===== src/rtl/sbentsrc_health_packer.sv =====
// rtl/sbentsrc_health_packer.sv - entropy source health tests and word packer
//
// Runs repetition-count and adaptive-proportion health tests on each consumed
// raw sample, discards a start-up block of packed words, then presents packed
// words on a valid/ready interface. Any health failure latches an alarm that
// only reset clears.
//
// Ports:
//   i_clk       clock
//   i_reset     asynchronous active-high reset
//   i_en        1 = consume one sample per clock
//   i_rnd       raw sample (RNG_WIDTH bits)
//   o_data      packed word (OUT_WIDTH bits), first sample in the MSBs
//   o_valid     word available
//   i_ready     consumer accepts the word when o_valid & i_ready
//   o_overflow  one-cycle pulse when a completed word had to be dropped
//   o_rct_fail  sticky repetition-count failure
//   o_apt_fail  sticky adaptive-proportion failure
//   o_alarm     registered OR of the two failure flags
module sbentsrc_health_packer #(
   parameter int RNG_WIDTH     = 4,
   parameter int OUT_WIDTH     = 32,
   parameter int RCT_CUTOFF    = 8,
   parameter int APT_WINDOW    = 64,
   parameter int APT_CUTOFF    = 40,
   parameter int STARTUP_WORDS = 4
) (
   input  logic                 i_clk,
   input  logic                 i_reset,
   input  logic                 i_en,
   input  logic [RNG_WIDTH-1:0] i_rnd,
   output logic [OUT_WIDTH-1:0] o_data,
   output logic                 o_valid,
   input  logic                 i_ready,
   output logic                 o_overflow,
   output logic                 o_rct_fail,
   output logic                 o_apt_fail,
   output logic                 o_alarm
);

   localparam int K  = OUT_WIDTH / RNG_WIDTH;
   localparam int PW = (K > 1) ? $clog2(K) : 1;
   localparam int RW = $clog2(RCT_CUTOFF + 1);
   localparam int AW = $clog2(APT_WINDOW + 1);
   localparam int SW = (STARTUP_WORDS > 1) ? $clog2(STARTUP_WORDS) : 1;

   localparam logic [PW-1:0] PACK_LAST = PW'(K - 1);
   localparam logic [RW-1:0] RCT_MAX   = RW'(RCT_CUTOFF);
   localparam logic [AW-1:0] APT_WIN   = AW'(APT_WINDOW);
   localparam logic [AW-1:0] APT_CUT   = AW'(APT_CUTOFF);
   localparam logic [SW-1:0] SU_LAST   = SW'((STARTUP_WORDS > 0) ? STARTUP_WORDS - 1 : 0);

   typedef enum logic [1:0] {ST_IDLE, ST_STARTUP, ST_RUN, ST_ALARM} state_t;

   state_t               state, state_n;
   logic [PW-1:0]        pack_cnt;
   logic [OUT_WIDTH-1:0] shift;
   logic [RNG_WIDTH-1:0] rct_ref, apt_ref;
   logic [RW-1:0]        rct_cnt, rct_cnt_n;
   logic [AW-1:0]        apt_cnt, apt_cnt_n, apt_idx;
   logic [SW-1:0]        su_cnt;
   logic                 consume, apt_new, rct_hit, apt_hit, fail, word_done;
   logic [OUT_WIDTH-1:0] word;

   always_comb begin
      consume   = ((state == ST_STARTUP) || (state == ST_RUN)) && i_en;
      // rct_cnt == 0 marks a fresh run after IDLE: the sample becomes the reference
      if ((rct_cnt == '0) || (i_rnd != rct_ref))
         rct_cnt_n = RW'(1);
      else if (rct_cnt == RCT_MAX)
         rct_cnt_n = rct_cnt;
      else
         rct_cnt_n = rct_cnt + RW'(1);
      // apt_idx == 0 after IDLE, == APT_WIN once a window has been filled
      apt_new   = (apt_idx == '0) || (apt_idx == APT_WIN);
      apt_cnt_n = apt_new ? AW'(1) : apt_cnt + AW'(i_rnd == apt_ref);
      rct_hit   = consume && (rct_cnt_n == RCT_MAX);
      apt_hit   = consume && (apt_cnt_n == APT_CUT);
      fail      = rct_hit || apt_hit;
      word_done = consume && (pack_cnt == PACK_LAST);
      word      = (shift << RNG_WIDTH) | OUT_WIDTH'(i_rnd);
   end

   always_comb begin
      state_n = state;
      case (state)
         ST_IDLE:    if (i_en) state_n = (STARTUP_WORDS == 0) ? ST_RUN : ST_STARTUP;
         ST_STARTUP: if (!i_en) state_n = ST_IDLE;
                     else if (fail) state_n = ST_ALARM;
                     else if (word_done && (su_cnt == SU_LAST)) state_n = ST_RUN;
         ST_RUN:     if (!i_en) state_n = ST_IDLE;
                     else if (fail) state_n = ST_ALARM;
         default:    state_n = ST_ALARM;
      endcase
   end

   always_ff @(posedge i_clk or posedge i_reset) begin
      if (i_reset) state <= ST_IDLE;
      else         state <= state_n;
   end

   always_ff @(posedge i_clk or posedge i_reset) begin
      if (i_reset) begin
         o_data     <= '0;
         o_valid    <= 1'b0;
         o_overflow <= 1'b0;
         o_rct_fail <= 1'b0;
         o_apt_fail <= 1'b0;
         o_alarm    <= 1'b0;
         pack_cnt   <= '0;
         shift      <= '0;
         rct_ref    <= '0;
         rct_cnt    <= '0;
         apt_ref    <= '0;
         apt_cnt    <= '0;
         apt_idx    <= '0;
         su_cnt     <= '0;
      end else begin
         o_overflow <= 1'b0;
         if (state != ST_ALARM) begin
            if (fail) begin
               // failure beats a simultaneously completed word; pending word is discarded
               o_rct_fail <= o_rct_fail | rct_hit;
               o_apt_fail <= o_apt_fail | apt_hit;
               o_alarm    <= 1'b1;
               o_valid    <= 1'b0;
               o_data     <= '0;
               pack_cnt   <= '0;
               shift      <= '0;
            end else begin
               if (o_valid && i_ready) o_valid <= 1'b0;
               if (consume) begin
                  rct_ref <= i_rnd;
                  rct_cnt <= rct_cnt_n;
                  if (apt_new) apt_ref <= i_rnd;
                  apt_cnt <= apt_cnt_n;
                  apt_idx <= apt_new ? AW'(1) : apt_idx + AW'(1);
                  if (word_done) begin
                     pack_cnt <= '0;
                     shift    <= '0;
                     if (state == ST_STARTUP) begin
                        su_cnt <= su_cnt + SW'(1);
                     end else if (!o_valid || i_ready) begin
                        o_data  <= word;
                        o_valid <= 1'b1;
                     end else begin
                        o_overflow <= 1'b1;
                     end
                  end else begin
                     pack_cnt <= pack_cnt + PW'(1);
                     shift    <= word;
                  end
               end else begin
                  // idle or leaving to idle: partial word and health state restart fresh
                  pack_cnt <= '0;
                  shift    <= '0;
                  rct_cnt  <= '0;
                  apt_cnt  <= '0;
                  apt_idx  <= '0;
                  su_cnt   <= '0;
               end
            end
         end
      end
   end

endmodule

===== config.mk =====
export PLATFORM = sky130hd
export DESIGN_NAME = sbentsrc_health_packer
export DESIGN_NICKNAME = d
export VERILOG_FILES = /design/src/rtl/sbentsrc_health_packer.sv
export SDC_FILE = /design/constraint.sdc
export NUM_CORES = 1
export LEC_CHECK = 0
export CAP_MARGIN = 5
export CORE_ASPECT_RATIO = 1.1
export CORE_UTILIZATION = 55
export CTS_BUF_LIST = sky130_fd_sc_hd__clkbuf_4 sky130_fd_sc_hd__clkbuf_8
export DETAILED_ROUTE_END_ITERATION = 16
export PLACE_DENSITY = 0.78
export SYNTH_ARGS = -nofsm -noshare
export SYNTH_HDL_FRONTEND = slang
export SYNTH_SLANG_ARGS = --single-unit

===== constraint.sdc =====
create_clock -name i_clk -period 4.45 [get_ports i_clk]
set_input_delay 0.89 -clock i_clk [delete_from_list [all_inputs] [get_ports i_clk]]
set_output_delay 0.89 -clock i_clk [all_outputs]
set_load 0.03 [all_outputs]

* After elaboration in Yosys (flattened, before gate mapping) *
Index checks and enable logic that the tools add are counted.

storage, ports and cells
  register bits after elaboration = 98
  bits of input ports = 8
  output and inout bits = 37
  logic and storage cells = 106

cells by class
  $add $sub $neg = 5
  equality and inequality tests = 17
  mux-type cells = 40
  bitwise logic cells = 4
  reductions and logical operators = 25

operators with widths
  cell                   number
  $mux W32               5
  $mux W28               3
  $or A32 B4 Y32         1
  $mux W7                4
  $mux W2                9
  $mux W1                12
  $mux W4                3
  $mux W3                3
  $eq A4 B4 Y1 const B   2
  $reduce_and A4 Y1      2
  $add A7 B1 Y7          1
  $add A7 B1 Y7 const B  1
  $eq A7 B6 Y1 const B   1
  $eq A7 B7 Y1 const B   1
  $logic_not A7 Y1       1
  $logic_and A1 B1 Y1    6
  $ne A2 B2 Y1 const B   3
  $pmux W2 S3            1
  $reduce_and A3 Y1      2
  $reduce_bool A2 Y1     3
  $logic_or A1 B1 Y1     5
  $reduce_and A5 Y1      1
  $add A4 B1 Y4 const B  1
  $eq A2 B2 Y1 const B   2
  other kinds (15)       18

* Longest topological paths before layout *
Gate-level depths: netlist of the first run.

  depth after elaboration = 9
  gate-level depth with buffers = 12
  gate-level depth less buffers = 10

* Worst setup path before layout of the first run *
Ideal clock, no wire load.

  path kind = input to register
  from = in i_rnd[1]
  to = reg apt_ref[0]
  library setup time = 0.125 ns
  arrival time = 3.245 ns
  data required time = 4.325 ns
  path slack = 1.080 ns
  stages = 10
  path buffers = 0
  path through = xor2_1 -> nor4_1 -> ha_1 -> ha_1 -> and3_1 -> o21ai_1 -> a311oi_2 -> o211ai_2 -> or3_4 -> mux2_4

between the ends
  cells in the longest elaborated chain, start to end = 8
  elaborated cells between the ends (all ways) = 13
  classes of those cells = add/sub: 1; eq/ne: 4; mux: 2; bitwise: 1; reduce/logical: 5

ends and longest elaborated chain
  item                                                        line    source
  start: declaration                                          31      input logic [RNG_WIDTH-1:0] i_rnd,
  $eq A4 B4 Y1 / $ne A4 B4 Y1 (equally long branches)         76, 68
  $add A7 B1 Y7 / $logic_or A1 B1 Y1 (equally long branches)  76, 68
  $mux W7 / $mux W4 (equally long branches)                   76, 68
  $eq A7 B6 Y1 / $eq A4 B4 Y1 (equally long branches)         78, 77
  $logic_and A1 B1 Y1, on equally long branches               78, 77
  $logic_or A1 B1 Y1 (*)                                      79      fail = rct_hit || apt_hit;
  $not A1 Y1 (no source line) (*)                             -
  $reduce_and A4 Y1 (no source line) (*)                      -
  end signal: assignment                                      135     if (apt_new) apt_ref <= i_rnd;
  end: declaration                                            58      logic [RNG_WIDTH-1:0] rct_ref, apt_ref;

Every way passes the cells marked *; elsewhere a longest branch is shown, timed or not.
A chain may end at the register's enable or synchronous reset.

* Final worst setup path of the first run *
  from = in i_rnd[1]
  to = reg apt_cnt[6]

between the ends
  cells in the longest elaborated chain, start to end = 8
  elaborated cells between the ends (all ways) = 14
  classes of those cells = add/sub: 1; eq/ne: 4; mux: 3; bitwise: 1; reduce/logical: 5

ends and longest elaborated chain
  item                                                        line    source
  $eq A4 B4 Y1 / $ne A4 B4 Y1 (equally long branches)         76, 68
  $add A7 B1 Y7 / $logic_or A1 B1 Y1 (equally long branches)  76, 68
  $mux W7 / $mux W4 (equally long branches)                   76, 68
  $eq A7 B6 Y1 / $eq A4 B4 Y1 (equally long branches)         78, 77
  $logic_and A1 B1 Y1, on equally long branches               78, 77
  $logic_or A1 B1 Y1                                          79
  $not A1 Y1 (no source line)                                 -
  $reduce_and A2 Y1 (no source line)                          -
  end signal: assignment                                      136     apt_cnt <= apt_cnt_n;
  end: declaration                                            60      logic [AW-1:0] apt_cnt, apt_cnt_n, apt_idx;

Several ways; a longest one is shown, not always the timed one.

==> results.toml, run 1 <==
[drt]
routed_wl_mm = 8.62
via_count = 3056
avgRoutedWirePerCell_um = 16.6
drc = 0
drt_iter0_markers = 200
drtAntennaViolNets = 0
avgViaCountPerCell = 5.87
dr.pass1.iters = 4

[sta]
final-max-slew-violation-count = 0
setup_ws_ns = 0.392
fin_crit_ns = 4.06
setup_viol = 0
hold_violations = 0
hold_ws_ns = 0.497
skew_ns = 0.0142
worstMarginPinSlew_ns = 0.476
fin_crit_sh = 0.912
slew_headroom = 0.680
max_freq_mhz = 246
rsz0062_at_grt = "no"
fin_setup_tns_ns = 0

[synthesis]
synth_edf_count = 0
syn_area_um2 = 4320
yosysWarnings = 0
yosys-top-cells-count = "dfrtp_1 (97), a22o_1 (61), o21ai_1 (19), nand2_1 (15), nor2_1 (15)"
ys_seq_elements = 97
synthFlopType = "dfrtp_1"
yosys.cell_count.top_type = "dfrtp_1"
yosys.area.top_type = "dfrtp_1"
synth_async_sr_flop_share = 1.00
ys_top_cells_by_area = "dfrtp_1 (56%), a22o_1 (12%), ha_1 (4.1%)"
ys_seq_area_frac = 0.562
synth_cell_types = 48
synth.avg_cell_area_um2 = 11.8
syn-instance-count = 365
synthesis.nets = 387
synth_top_cell_area_share = 0.562

[finish]
fin_nets = 433
area_growth_syn_to_layout_pct = 17.8
diodes = 0
fin_area_um2 = 5090
final_core_util = 0.677
stdcell_count = 521
seq_area_um2 = 2430
multi_input_area_um2 = 1750
drive_gt1_frac = 0.103
fill_cells = 581

[global_route]
grt_max_degree = 41
grt_first_pass_wirelength_mm = 14.3
grt_overflow = 0
antenna_found_initial = 0
track_usage = 0.226
grt_pass1_vias = 2884

[power]
max-vdd-ir-drop_v = 0.000322
p_leak_nw = 2.35
pwr_density_cell_nw_per_um2 = 449
finalPower_mw = 2.28

[clocking]
cts.sinks = 97
clock_path_buffers = 2
tritoncts = "yes"
cts_buffers = 9
clk_latency_ns = 0.37
clock-root-buffer = "clkbuf_8"
post_cts_buffers = 0
cts_resized = 0
clk_pin_slew_ns = 0.10
htreeDepth = 3
ctsHoldBuffers = 0

[critical_path]
startpoint_type = "input pin"
critPathSlowestCell = "nor4_1"
timing.rr.start = "apt_ref[0]"
r2r_end = "apt_cnt[6]"
crit_start = "i_rnd[1]"
r2r_setup_slack_ns = 0.91
endpoint = "apt_cnt[6]"
critical_path_class = "input pin to register"
reg2reg_depth = 11
critPathMaxStageDelay_ns = 0.45
crit_path_max_fanout = 20
path_common_cell = "ha_1"
arrival_ns = 4.33
endpoint_kind = "register"
critPathBufInv = 2
crit_chain = "clkdlybuf4s50_1, xor2_1, nor4_1, ha_1, ha_1, and3_1, o21ai_1, a311oi_2, o211ai_2, buf_4, or2_1, o31ai_1"
cp.depth = 12
crit_family = "simple AND/OR/NAND/NOR gates"
crit_required_ns = 4.72

[placement]
placed_cells = 505
place_area_um2 = 4890
port_buffers = 44
gp_congestion = 0.829
dp_hpwl_mm = 5.88
pre_cts_ws_ns = 0.0448

[worst_hold_path]
min_path_cells = 1
hp-class = "register to register"
hold_path.startpoint = "su_cnt[0]"

[floorplanning]
start_util = 0.575
coreArea_um2 = 7510
num_rows = 33
ios = 45
die_h_um = 94.9
die_area_um2 = 8210
die_x_um = 86.5

[run]
maxCapViolations = 0

[outcome]
status = "finished, final reports clean"
-- logic make-up (layout without fill, tap and decap cells) --
group                    count (synthesis)  after routing  share of synthesized area
AO/OA/AOI/OAI                          124            124                      0.221
XOR/XNOR                                11             11                     0.0223
adder cells (fa/ha/maj)                 14             14                     0.0406
buffers and inverters                   35             86                     0.0348
flip-flops                              97             97                      0.562
multiplexers                             9              9                     0.0267
AND/OR/NAND/NOR                         75             75                     0.0930
-- cell usage in the layout (no fill, tap or decap), types with 2 or more instances in the layout --
cell type,instances
a21o_1,3
a21oi_1,10
a22o_1,61
a32o_1,2
and2_1,2
and3_1,6
buf_4,12
clkbuf_8,10
clkdlybuf4s50_1,44
dfrtp_1,97
ha_1,14
inv_1,12
inv_6,3
inv_8,2
mux2_1,4
mux2_4,4
nand2_1,15
nand2b_1,5
nand3_1,12
nor2_1,14
nor3_1,4
nor4_1,2
nor4b_1,2
o21ai_0,3
o21ai_1,19
o21bai_1,2
o31ai_1,13
o32ai_1,3
or2_2,2
xnor2_1,2
xor2_1,9
-- area by class of cell --
cell class                 instances  share of cell area
tap                              105              0.0258
multi-input combinational        233               0.344
clock buffer                      10              0.0271
inverter                          14              0.0108
clock inverter                     6              0.0111
sequential                        97               0.477
timing repair buffer              56               0.104
-- routing by layer --
metal / GRT usage / share of wire / vias up
met4: 0.0708 / 0.0071 / 0
met5: 0 / 0 / -
met3: 0.0411 / 0.040 / 7
met2: 0.360 / 0.49 / 81
met1: 0.317 / 0.47 / 1513
li1: - / - / 1455
-- worst register-to-register path, cell delays in order, from the launching register on --
cell and delay, ns:
dfrtp_1 0.42, xor2_1 0.17, nor4_1 0.44, ha_1 0.27, ha_1 0.25, and3_1 0.26, o21ai_1 0.09, a311oi_2 0.40
o211ai_2 0.26, buf_4 0.28, or2_1 0.34, o31ai_1 0.26
-- registers in the layout, indices dropped and copies added (netlist names) --
name,flops
o_overflow,1
o_valid,1
rct_ref,4
o_data,32
o_alarm,1
apt_ref,4
apt_idx,6
state,2
shift,28
o_apt_fail,1
pack_cnt,3
su_cnt,2
rct_cnt,4
apt_cnt,7
o_rct_fail,1
-- power by group --
| part | leakage [nW] | total [mW] | internal, mW | switching, mW |
|---|---|---|---|---|
| combinational | 0.928 | 0.668 | 0.264 | 0.404 |
| clock | 0.0977 | 0.557 | 0.232 | 0.324 |
| sequential | 1.32 | 1.06 | 0.975 | 0.0840 |
-- how the worst min path moves through the flow --
| stage | to | slack (ns) |
|---|---|---|
| 2_1_floorplan | su_cnt[0] | 0.45 |
| 3_3_place_gp | o_alarm | 0.47 |
| 3_5_place_dp | o_rct_fail | 0.48 |
| 4_1_cts | su_cnt[0] | 0.50 |
| 5_1_grt | o_rct_fail | 0.52 |
| 6_report | su_cnt[0] | 0.50 |
Note: power is estimated with default switching activity, not from simulation.
==> inputs of run 2 (changes only) <==
--- a/constraint.sdc
+++ b/constraint.sdc
@@ -3,2 +3,2 @@
 set_output_delay 0.89 -clock i_clk [all_outputs]
-set_load 0.03 [all_outputs]
+set_load 0.005 [all_outputs]
==> results of run 2 <==
Same layout as run 1 (identical final DEF). Status: finished, final reports clean.
==> inputs of run 3 (changes only) <==
Settings changed: CORE_UTILIZATION 55 to 53.
Clock period 4.45 ns to 3.5 ns, I/O delays scaled along.
==> run 3 against run 2 <==
  * First-iteration DRC count grew 9.0%
  * Combinational power up 44%
  * Sequential power grew 27%
  * Critical path depth is 1 higher
  * Die area increased by 3.7%
  * Clock power rose by 31%
  * Global-route usage grew 0.70 points
  * Via count up 4.7%
  * Flip-flop and latch count unchanged
  * Register-to-register slack worse by 0.44 ns
  * Hold slack got worse by 0.0030 ns
  * Clock-buffer cell count is 1 lower
  * Largest cell class unchanged
==> results.toml, run 3 (synthesis results as in run 1) <==
[power]
pwr-share-seq = 0.444
p_leak_nw = 2.44
switching_power_mw = 1.11
combPwrFrac = 0.315
switching_share = 0.367
intPower_mw = 1.93
pwr_density_cell_nw_per_um2 = 573
clkPwrFrac = 0.241
max-vdd-ir-drop_v = 0.000426

[finish]
reg_top3 = "o_data (32), shift (28), apt_cnt (7)"
top_register = "o_data"
area_growth_syn_to_layout_pct = 22.9
layout_common_cells = "dfrtp_1 (97), a22o_1 (61), clkdlybuf4s50_1 (43), buf_4 (23), o21ai_1 (19)"
diodes = 0
fin_nets = 448
drive_gt1_frac = 0.148
largest_register_ffs = 32
final_common_cell = "dfrtp_1"

[critical_path]
critPathBufInv = 3
crit_family = "buffers and inverters"
crit_chain = "clkdlybuf4s50_1, xor2_1, nor4_2, ha_2, ha_4, and3_1, buf_4, xnor2_1, nand4_1, o21a_2, a21o_1, buf_12, a22o_1"
critical_path_class = "input pin to register"
startpoint_type = "input pin"
critPathMaxStageDelay_ns = 0.45
endpoint_kind = "register"
arrival_ns = 3.62
crit_path_max_fanout = 32
crit_required_ns = 3.75
critPathSlowestCell = "clkdlybuf4s50_1"

[sta]
fin_crit_ns = 3.37
worstMarginPinSlew_ns = 0.515
hold_violations = 0
slew_headroom = 0.657
max_freq_mhz = 297
setup_viol = 0
skew_ns = 0.0138
hold_ws_ns = 0.494
fin_crit_sh = 0.964
setup_ws_ns = 0.127
final-max-slew-violation-count = 0

[global_route]
met3_usage = 0.0290
grt_first_pass_wirelength_mm = 15.3
grt_max_degree = 39
grtUsageMet2 = 0.371
grt_overflow = 0
grt_pass1_vias = 3077
antenna_found_initial = 0
gr-usage-met1 = 0.329
top_usage_layer = "met2"
track_usage = 0.233

[worst_hold_path]
hp-class = "register to register"

[clocking]
clk_pin_slew_ns = 0.10
clk_latency_ns = 0.36
cts.sinks = 97
tritoncts = "yes"
clock-root-buffer = "clkbuf_8"
cts_buffers = 9
htreeDepth = 3
clock_path_buffers = 2

[floorplanning]
start_util = 0.546
coreArea_um2 = 7910
die_x_um = 88.1
die_area_um2 = 8510
die_h_um = 96.7
num_rows = 34
ios = 45

[drt]
dr.pass1.iters = 6
routed_wl_mm = 9.30
drt_iter0_markers = 218
drtAntennaViolNets = 0
via_count = 3201
drc = 0
avgRoutedWirePerCell_um = 17.3
avgViaCountPerCell = 5.94

[outcome]
status = "finished, final reports clean"

[placement]
port_buffers = 44
gp_congestion = 0.788
dp_hpwl_mm = 6.32
pre_cts_ws_ns = -0.449

[run]
maxCapViolations = 0
==> run 3: metal layers <==
metal  part of all wire  vias to the layer above
met1               0.46                     1621
met2               0.50                       80
met5                  0                        -
met4              0.014                        0
met3              0.031                       14
li1                   -                     1486
==> run 3: path summary, 6_finish.rpt <==
| kind | start | endpoint | slack, ns | cells past startpoint |
|---|---|---|---|---|
| worst min register to register | o_alarm | o_alarm | 0.49 | 1 |
| worst max register to register | apt_ref[2] | o_data[31] | 0.47 | 12 |
| worst max-delay path | i_rnd[0] | o_data[31] | 0.13 | 13 |
| min in group asynchronous | i_reset | o_data[22] | 0.72 | 2 |
| worst min-delay path | o_alarm | o_alarm | 0.49 | 1 |
| max in group asynchronous | i_reset | o_data[0] | 2.09 | 3 |
==> run 3: timing repair <==
item                       CTS  global route
setup endpoints to repair    7            88
gates cloned                 0             0
hold buffers                 0             0
gates resized for setup      1            10
pin swaps                    0             6
buffers inserted             0             1
==> run 3: power by group through the flow <==
stage | Sequential [mW] | Clock [mW] | Combinational (mW)
6_report | 1.35 | 0.732 | 0.958
5_1_grt | 1.37 | 0.798 | 1.05
4_1_cts | 1.35 | 0.747 | 0.932
3_5_place_dp | 1.37 | 0 | 0.924
3_3_place_gp | 1.37 | 0 | 0.887
2_1_floorplan | 1.34 | 0 | 0.665
==> run 3: through the flow <==
| stage | setup TNS [ns] | utilization | power (mW) | cell area, um^2 | instances |
|---|---|---|---|---|---|
| after floorplan | 0 | - | 2.01 | 4320 | 365 |
| after global placement | -12.20 | 0.637 | 2.25 | 5040 | 522 |
| after detailed placement | -28.70 | 0.637 | 2.30 | 5040 | 522 |
| after CTS | 0 | 0.663 | 3.03 | 5250 | 538 |
| after global routing | -0.00801 | 0.671 | 3.22 | 5310 | 539 |
| final | 0 | 0.671 | 3.04 | 5310 | 539 |
==> run 3: cell type report <==
class / instances / area [um^2]
Clock buffer: 9 / 124
Clock inverter: 7 / 78.8
Fill cell: 616 / 2610
Inverter: 14 / 55.1
Multi-Input combinational cell: 233 / 1800
Sequential cell: 97 / 2430
Tap cell: 108 / 135
Timing Repair Buffer: 71 / 687
